File: src/rtl/dpu_axis_dma_bridge.sv
// AXI-Stream <-> byte-wide PIO DMA bridge: one PIO command per byte, one read outstanding, DONE one cycle after the last byte.
// Backpressure: s_axis_tready only while waiting for a beat; cmd_valid and m_axis_tvalid hold their payload until accepted.
module dpu_axis_dma_bridge #(
    parameter int ADDR_BITS   = 24,
    parameter int AXIS_DATA_W = 64,
    parameter int MAX_WBUF    = 147456,
    parameter int MAX_CH      = 256
) (
    input  logic                     clk,
    input  logic                     rst_n,
    input  logic [AXIS_DATA_W-1:0]   s_axis_tdata,
    input  logic [AXIS_DATA_W/8-1:0] s_axis_tkeep,
    input  logic                     s_axis_tvalid,
    output logic                     s_axis_tready,
    input  logic                     s_axis_tlast,
    output logic [AXIS_DATA_W-1:0]   m_axis_tdata,
    output logic [AXIS_DATA_W/8-1:0] m_axis_tkeep,
    output logic                     m_axis_tvalid,
    input  logic                     m_axis_tready,
    output logic                     m_axis_tlast,
    input  logic [2:0]               dma_target,
    input  logic [ADDR_BITS-1:0]     dma_base_addr,
    input  logic [ADDR_BITS-1:0]     dma_length,
    input  logic                     dma_dir,
    input  logic                     dma_start,
    input  logic                     dma_abort,
    output logic                     dma_busy,
    output logic                     dma_done,
    output logic                     dma_err,
    output logic [ADDR_BITS-1:0]     dma_count,
    output logic                     cmd_valid,
    input  logic                     cmd_ready,
    output logic [2:0]               cmd_type,
    output logic [ADDR_BITS-1:0]     cmd_addr,
    output logic [7:0]               cmd_data,
    input  logic                     rsp_valid,
    input  logic [7:0]               rsp_data
);
    localparam int NB = AXIS_DATA_W / 8;
    localparam int LW = (NB > 1) ? $clog2(NB) : 1;
    localparam logic [ADDR_BITS-1:0] BIAS_OFFSET = ADDR_BITS'(MAX_WBUF);
    localparam logic [ADDR_BITS-1:0] FMAP_OFFSET = ADDR_BITS'(MAX_WBUF + 4 * MAX_CH);

    typedef enum logic [2:0] {
        IDLE, WR_ACCEPT, WR_ISSUE, RD_ISSUE, RD_WAIT, RD_PUSH, DONE
    } state_t;

    state_t state, state_nxt;
    logic [2:0]             tgt_q;
    logic                   dir_q;
    logic [ADDR_BITS-1:0]   len_q, cur_q, cnt_q;
    logic                   err_q, err_nxt, last_q;
    // Shared between modes: the write beat being drained, or the read beat being assembled
    logic [AXIS_DATA_W-1:0] buf_q;
    logic [NB-1:0]          lane_q;
    logic [LW-1:0]          rd_idx_q;

    logic [LW-1:0]          wr_lane;
    logic [NB-1:0]          lane_rest;
    logic [ADDR_BITS-1:0]   tgt_off, cnt_inc;
    logic                   cmd_hs, rsp_take, len_hit, rd_full, start_bad;

    always_comb begin
        wr_lane = '0;
        for (int i = NB - 1; i >= 0; i--)
            if (lane_q[i]) wr_lane = LW'(i);
    end

    always_comb begin
        case (tgt_q)
            3'd1:    tgt_off = FMAP_OFFSET;
            3'd2:    tgt_off = BIAS_OFFSET;
            default: tgt_off = '0;
        endcase
    end

    assign dma_busy      = (state != IDLE) && (state != DONE);
    assign dma_done      = (state == DONE);
    assign dma_err       = err_q;
    assign dma_count     = cnt_q;
    assign s_axis_tready = (state == WR_ACCEPT);
    assign cmd_valid     = ((state == WR_ISSUE) && (|lane_q)) || (state == RD_ISSUE);
    assign cmd_hs        = cmd_valid && cmd_ready;
    assign rsp_take      = rsp_valid && ((state == RD_WAIT) || ((state == RD_ISSUE) && cmd_ready));
    assign cnt_inc       = cnt_q + ADDR_BITS'(1);
    assign len_hit       = (cnt_inc == len_q);
    assign rd_full       = (rd_idx_q == LW'(NB - 1));
    assign lane_rest     = cmd_hs ? (lane_q & ~(NB'(1) << wr_lane)) : lane_q;
    assign start_bad     = (dma_target > 3'd4) || (dma_dir && (dma_target > 3'd2));

    assign cmd_addr = cmd_valid ? (cur_q + tgt_off) : '0;
    assign cmd_data = (state == WR_ISSUE) ? buf_q[8*wr_lane +: 8] : 8'h00;
    always_comb begin
        cmd_type = 3'd0;
        if (cmd_valid) begin
            if (dir_q)              cmd_type = 3'd2;
            else if (tgt_q == 3'd3) cmd_type = 3'd5;
            else if (tgt_q == 3'd4) cmd_type = 3'd6;
        end
    end

    assign m_axis_tvalid = (state == RD_PUSH);
    assign m_axis_tdata  = (state == RD_PUSH) ? buf_q : '0;
    assign m_axis_tkeep  = (state == RD_PUSH) ? lane_q : '0;
    assign m_axis_tlast  = (state == RD_PUSH) && (cnt_q == len_q);

    always_comb begin
        state_nxt = state;
        err_nxt   = err_q;
        case (state)
            IDLE: if (dma_start) begin
                err_nxt = start_bad;
                if (start_bad || (dma_length == '0)) state_nxt = DONE;
                else                                 state_nxt = dma_dir ? RD_ISSUE : WR_ACCEPT;
            end
            WR_ACCEPT: if (s_axis_tvalid) state_nxt = WR_ISSUE;
            WR_ISSUE: begin
                if (cmd_hs && len_hit) begin
                    state_nxt = DONE;
                end else if (lane_rest == '0) begin
                    state_nxt = last_q ? DONE : WR_ACCEPT;
                    err_nxt   = last_q;
                end
            end
            RD_ISSUE: begin
                if (rsp_take)    state_nxt = (rd_full || len_hit) ? RD_PUSH : RD_ISSUE;
                else if (cmd_hs) state_nxt = RD_WAIT;
            end
            RD_WAIT:  if (rsp_take) state_nxt = (rd_full || len_hit) ? RD_PUSH : RD_ISSUE;
            RD_PUSH:  if (m_axis_tready) state_nxt = (cnt_q == len_q) ? DONE : RD_ISSUE;
            DONE:     if (!dma_start) state_nxt = IDLE;
            default:  state_nxt = IDLE;
        endcase
        if (dma_abort && dma_busy) begin
            state_nxt = DONE;
            err_nxt   = 1'b1;
        end
    end

    always_ff @(posedge clk) begin
        if (!rst_n) begin
            state    <= IDLE;
            err_q    <= 1'b0;
            tgt_q    <= '0;
            dir_q    <= 1'b0;
            len_q    <= '0;
            cur_q    <= '0;
            cnt_q    <= '0;
            last_q   <= 1'b0;
            buf_q    <= '0;
            lane_q   <= '0;
            rd_idx_q <= '0;
        end else begin
            state <= state_nxt;
            err_q <= err_nxt;
            case (state)
                IDLE: if (dma_start) begin
                    tgt_q    <= dma_target;
                    dir_q    <= dma_dir;
                    len_q    <= dma_length;
                    cur_q    <= dma_base_addr;
                    cnt_q    <= '0;
                    buf_q    <= '0;
                    lane_q   <= '0;
                    rd_idx_q <= '0;
                end
                WR_ACCEPT: if (s_axis_tvalid) begin
                    buf_q  <= s_axis_tdata;
                    lane_q <= s_axis_tkeep;
                    last_q <= s_axis_tlast;
                end
                WR_ISSUE: if (cmd_hs) begin
                    cur_q  <= cur_q + ADDR_BITS'(1);
                    cnt_q  <= cnt_inc;
                    lane_q <= lane_rest;
                end
                RD_ISSUE, RD_WAIT: begin
                    if (cmd_hs) cur_q <= cur_q + ADDR_BITS'(1);
                    if (rsp_take) begin
                        buf_q[8*rd_idx_q +: 8] <= rsp_data;
                        lane_q[rd_idx_q]       <= 1'b1;
                        rd_idx_q               <= rd_idx_q + LW'(1);
                        cnt_q                  <= cnt_inc;
                    end
                end
                RD_PUSH: if (m_axis_tready) begin
                    buf_q    <= '0;
                    lane_q   <= '0;
                    rd_idx_q <= '0;
                end
                default: ;
            endcase
        end
    end
endmodule

File: config.mk
export PLATFORM = sky130hd
export DESIGN_NAME = dpu_axis_dma_bridge
export DESIGN_NICKNAME = d
export VERILOG_FILES = /design/src/rtl/dpu_axis_dma_bridge.sv
export SDC_FILE = /design/constraint.sdc
export NUM_CORES = 1
export LEC_CHECK = 0
export CAP_MARGIN = 10
export CORE_MARGIN = 10
export CORE_UTILIZATION = 40
export DETAILED_ROUTE_END_ITERATION = 16
export PLACE_DENSITY = 0.68
export REMOVE_ABC_BUFFERS = 1
export SLEW_MARGIN = 20
export SYNTH_ARGS = -nofsm -noshare
export SYNTH_HDL_FRONTEND = slang
export SYNTH_SLANG_ARGS = --single-unit
File: constraint.sdc
create_clock -name clk -period 4.05 [get_ports clk]
set_clock_uncertainty 0.2 [all_clocks]
set_input_delay 0.81 -clock clk [delete_from_list [all_inputs] [get_ports clk]]
set_output_delay 0.81 -clock clk [all_outputs]
set_load 0.05 [all_outputs]
* Yosys cells after proc, flatten, opt, wreduce, memory -nomap -nowiden
Index checks and enable logic that the tools add are counted.
Word-level totals: flip-flop bits (word level) 156, bits of input ports 141, output and inout bits 138, logic and storage cells 165
Operators by class: add/subtract/negate cells 5, $lt $le $gt $ge 4, equal/unequal tests 33, shift operators 4, multiplexer cells 64, bitwise operators 4, reductions and logical operators 39
Operator list (count):
- $mux 64 | 5
- $pmux 64 s4 | 1
- $mux 24 | 6
- $mux 3 | 29
- $pmux 24 s3 | 1
- $bwmux 64 | 1
- $mux 8 | 8
- $shift 8x34->64 const A | 1
- $shiftx 64x7->8 | 1
- $shiftx 8x34->64 | 1
- $add 24x1->24 const B | 2
- $eq 24x24->1 | 2
- $pmux 24 s2 | 1
- $pmux 8 s5 | 1
- $pmux 18 s2 | 1
- $neg 6->34 | 1
- $add 24x24->24 | 1
- $logic_not 24->1 | 1
- $pmux 3 s7 | 1
- $eq 3x3->1 const B | 5
- $reduce_and 7->1 | 2
- $eq 3x2->1 const B | 4
- $ne 2x2->1 const B | 6
- $ne 3x2->1 const B | 4
- other kinds (37) | 67

* Logic depth before layout (Yosys ltp)
depth in word-level cells 17, mapped depth 12, gate-level depth less buffers 10

* Worst setup path after synthesis
Ideal clock, no wire load.
path type register to output, start point reg cnt_q[15] (netlist: dma_count[15]), end point out m_axis_tlast, arrival 3.006 ns, data required time 3.040 ns, path slack 0.034 ns, stages on the path, launching flop included 6, buffers on the path 1, cells stage by stage dfxtp_1 clkbuf_1 xor2_1 nor4_1 nand4_1 nor4_1
On the way: longest elaborated chain between the ends 2
Ends and longest elaborated chain:
- start: declaration | RTL line 51 | logic [ADDR_BITS-1:0] len_q, cur_q, cnt_q;
- start signal: assignment | RTL line 174 | cnt_q <= cnt_inc;
- start signal: assignment | RTL line 183 | cnt_q <= cnt_inc;
- $eq 24x24->1 | RTL line 105 | assign m_axis_tlast = (state == RD_PUSH) && (cnt_q == len_q);
- $logic_and 1x1->1 | RTL line 105
- end: declaration | RTL line 20 | output logic m_axis_tlast,
No other way between the ends.

* Worst setup path after layout
start point reg lane_q[0], end point out cmd_data[2]
On the way: longest elaborated chain between the ends 3
Ends and longest elaborated chain:
- start: declaration | RTL line 55 | logic [NB-1:0] lane_q;
- start signal: assignment | RTL line 169 | lane_q <= s_axis_tkeep;
- start signal: assignment | RTL line 175 | lane_q <= lane_rest;
- $mux 3 | RTL line 66 | if (lane_q[i]) wr_lane = LW'(i);
- $shiftx 64x7->8 | RTL line 92 | assign cmd_data = (state == WR_ISSUE) ? buf_q[8*wr_lane +: 8] : 8'h00;
- $mux 8 | RTL line 92
- end: declaration | RTL line 35 | output logic [7:0] cmd_data,
No other way between the ends.

==> reports/results.ini <==
[route]
drc_errors = 0
average_wire_per_standard_cell_um = 20.9
routed-via-count = 11700
firstDrtPassIters = 5
postRouteAntennaNets = 0
routed_wl_um = 42300
viasPerCell = 5.79
first_iteration_detailed_routing_drc_count = 1069

[min_path]
classification_of_the_worst_slack_hold_path = register to register
hp-start = len_q[12]

[grt]
grt_first_pass_wirelength_um = 65400
overflow = 0
grt_pass1_vias = 11500
groute.usage.overall_pct = 24.4
maximum_number_of_pins_on_one_net_before_global_route_repair = 74
initial_antenna_violation_count = 3

[yosys]
synth.yosys.warnings = 0
ys_async_sr_fraction_pct = 0
mapped_cells = 1457
synth_ff_type = sky130_fd_sc_hd__dfxtp_1
synth_seq_area_share_pct = 29.8
syn-cell-area_mm2 = 0.0105
post_synth.cell_area_avg_um2 = 7.20
edff_count_synth = 0
yosys.cell_types.count = 78
synth-seq-cells = 156

[worst_setup_path]
timing_worst_setup_path_type = register to output pin
gate_family_responsible_for_the_most_delay_along_the_worst_path = simple AND/OR/NAND/NOR gates
setup.worst_path.start = lane_q[0]
crit_path_start_kind = register
cp.arrival_ns = 2.95
crit_buf_inv = 2
r2r-start = dma_count[5]
critical_path.max_fanout = 24
timing.critical_path.cells = or4_1, nor2_2, buf_4, nand2_1, a31oi_1, o221a_2, buf_12
critPathSlowestCell = sky130_fd_sc_hd__or4_1
end_kind = output pin
worst_ep_required_time_ns = 3.04
max_stage_delay_on_crit_path_ns = 0.65

[pwr]
report.power.total_w = 0.00790
p_leak_nw = 5.44
power-per-cell-area_mw_per_mm2 = 558
worst_ir_drop_vdd_uv = 377

[status]
status = finished clean

[sta]
worst_pin_slew_ns = 0.858
timing.max_slew.rel_slack_pct = 42.6
post-route-min-period_ns = 3.96
fmax_ghz = 0.252
final-max-slew-violation-count = 0
fin_crit_sh_pct = 97.8
rsz0062_at_grt = no
timing.final.setup_violations = 0
finalHoldViolCount = 0

[die]
dieHeight_um = 182
die_width_um = 182
initial_util_pct = 40.5
placementRows = 59
fp.dieArea_mm2 = 0.0331
fp.coreArea_mm2 = 0.0259
ios = 279

[placement]
detailed_place_hpwl_um = 31200
io_buffer_count = 278
place.gp.congestion = 0.939

[clock_tree]
cts_root_buf = sky130_fd_sc_hd__clkbuf_16
cts_sinks = 156
worst_setup_hold_path_clk_slew_ns = 0.07
htreeDepth = 4
tritoncts.num_buffers = 17
cts_tree = yes
clock_path_buffers = 2
cts-hold-fix-buffers = 0
clk_latency_ns = 0.44

[layout]
area_growth_syn_to_fin_pct = 35.0
final_nets = 1826
final_core_util_pct = 54.7
final_layout_size_suffix_gt1_share_pct = 10.4

[run]
max-cap-violations = 0

synthesized netlist by cell type (17+ instances only):
cell type,instances,area [um^2]
sky130_fd_sc_hd__a21oi_1,128,641
sky130_fd_sc_hd__a22oi_1,68,510
sky130_fd_sc_hd__a31oi_1,30,188
sky130_fd_sc_hd__and2_1,48,300
sky130_fd_sc_hd__and3_1,81,507
sky130_fd_sc_hd__clkbuf_1,99,372
sky130_fd_sc_hd__dfxtp_1,156,3120
sky130_fd_sc_hd__inv_1,23,86.3
sky130_fd_sc_hd__nand2_1,158,593
sky130_fd_sc_hd__nand3_1,29,145
sky130_fd_sc_hd__nand4_1,19,119
sky130_fd_sc_hd__nor2_1,224,841
sky130_fd_sc_hd__nor3_1,22,110
sky130_fd_sc_hd__nor4_1,17,106
sky130_fd_sc_hd__o21ai_0,71,355
sky130_fd_sc_hd__o221a_2,17,191
sky130_fd_sc_hd__xnor2_1,27,236
sky130_fd_sc_hd__xor2_1,32,280
cells in the final DEF, fill, tap and decap left out, types with 27 or more instances in the layout:
cell type,count
sky130_fd_sc_hd__o21ai_0,71
sky130_fd_sc_hd__a22oi_1,68
sky130_fd_sc_hd__buf_4,64
sky130_fd_sc_hd__xnor2_1,27
sky130_fd_sc_hd__and3_1,81
sky130_fd_sc_hd__and2_1,48
sky130_fd_sc_hd__dfxtp_1,155
sky130_fd_sc_hd__xor2_1,32
sky130_fd_sc_hd__nand3_1,29
sky130_fd_sc_hd__clkdlybuf4s50_1,242
sky130_fd_sc_hd__nor2_1,221
sky130_fd_sc_hd__a21oi_1,127
sky130_fd_sc_hd__a31oi_1,29
sky130_fd_sc_hd__nand2_1,158
path summary, 6_finish.rpt:
| kind | to | slack, ns | cells after the start |
|---|---|---|---|
| min reg2reg | len_q[12] | 0.27 | 2 |
| max reg2reg | state[1] | 0.48 | 9 |
| max | cmd_data[2] | 0.09 | 7 |
| min | len_q[12] | 0.27 | 2 |
flip-flops by register name, indices dropped and copies added (netlist names):
signal     count
dma_err        1
tgt_q          3
cur_q         24
state          3
len_q         24
rd_idx_q       3
last_q         1
lane_q         8
dma_count     24
buf_q         64
dir_q          1
layer usage:
layer | wire length (um) | global-route usage [%] | up-vias | part of all wire [%]
li1 | - | - | 5630 | -
met1 | 17500 | 29.5 | 5527 | 41
met2 | 19500 | 39.4 | 471 | 46
met3 | 3870 | 7.65 | 75 | 9.1
met4 | 1390 | 10.1 | 2 | 3.3
met5 | 18 | 0 | - | 0.043
final cells by class:
type	instances	area (um^2)
timing repair buffer	316	3070
antenna	2	5.00
inverter	24	90.1
multi-input combinational	1157	6860
sequential	156	3120
fill	2500	11800
clock inverter	15	170
tap	335	419
clock buffer	17	425
cell families (layout without fill, tap and decap cells):
kind of cell | count (synthesis) | after routing | share of synthesized area, %
AOI/OAI and AO/OA | 387 | 387 | 23.7
xor gates and xnor gates | 59 | 59 | 4.92
adders and majority gates | 14 | 14 | 1.65
buffers and inverters | 144 | 372 | 5.27
DFF | 156 | 156 | 29.8
muxes | 15 | 15 | 2.41
other | 0 | 2 | 0
and+or+nand+nor | 682 | 682 | 32.3
where the power goes:
part | internal (W) | total, W | switching [W] | leakage, nW
combinational | 0.00141 | 0.00416 | 0.00275 | 3.88
clock | 0.000832 | 0.00164 | 0.000806 | 0.288
sequential | 0.00180 | 0.00210 | 0.000301 | 1.27
total | 0.00405 | 0.00790 | 0.00385 | 5.44
tightest hold or removal path: stages, from the launching register on:
cell and delay [ns]:
sky130_fd_sc_hd__dfxtp_1 0.32, sky130_fd_sc_hd__nand2_1 0.05, sky130_fd_sc_hd__a21oi_1 0.05
timing repair:
item / CTS / global route
pin swaps: 0 / 0
resized for setup: 1 / 2
setup buffers: 0 / 0
setup endpoints to repair: 1 / 4
per-stage QoR:
stage	instance area, um^2	TNS, ns	cells	hold slack (ns)	worst slack, ns
after floorplan	10000	-87.79	1337	0.248	-1.42
after global placement	13600	0	1988	0.259	0.381
after detailed placement	13600	0	1988	0.264	0.350
after CTS	14100	0	2020	0.274	0.00146
after global routing	14200	0	2020	0.300	0.00160
final	14200	0	2022	0.274	0.0876
No activity file was read; power rests on OpenSTA's default activity.
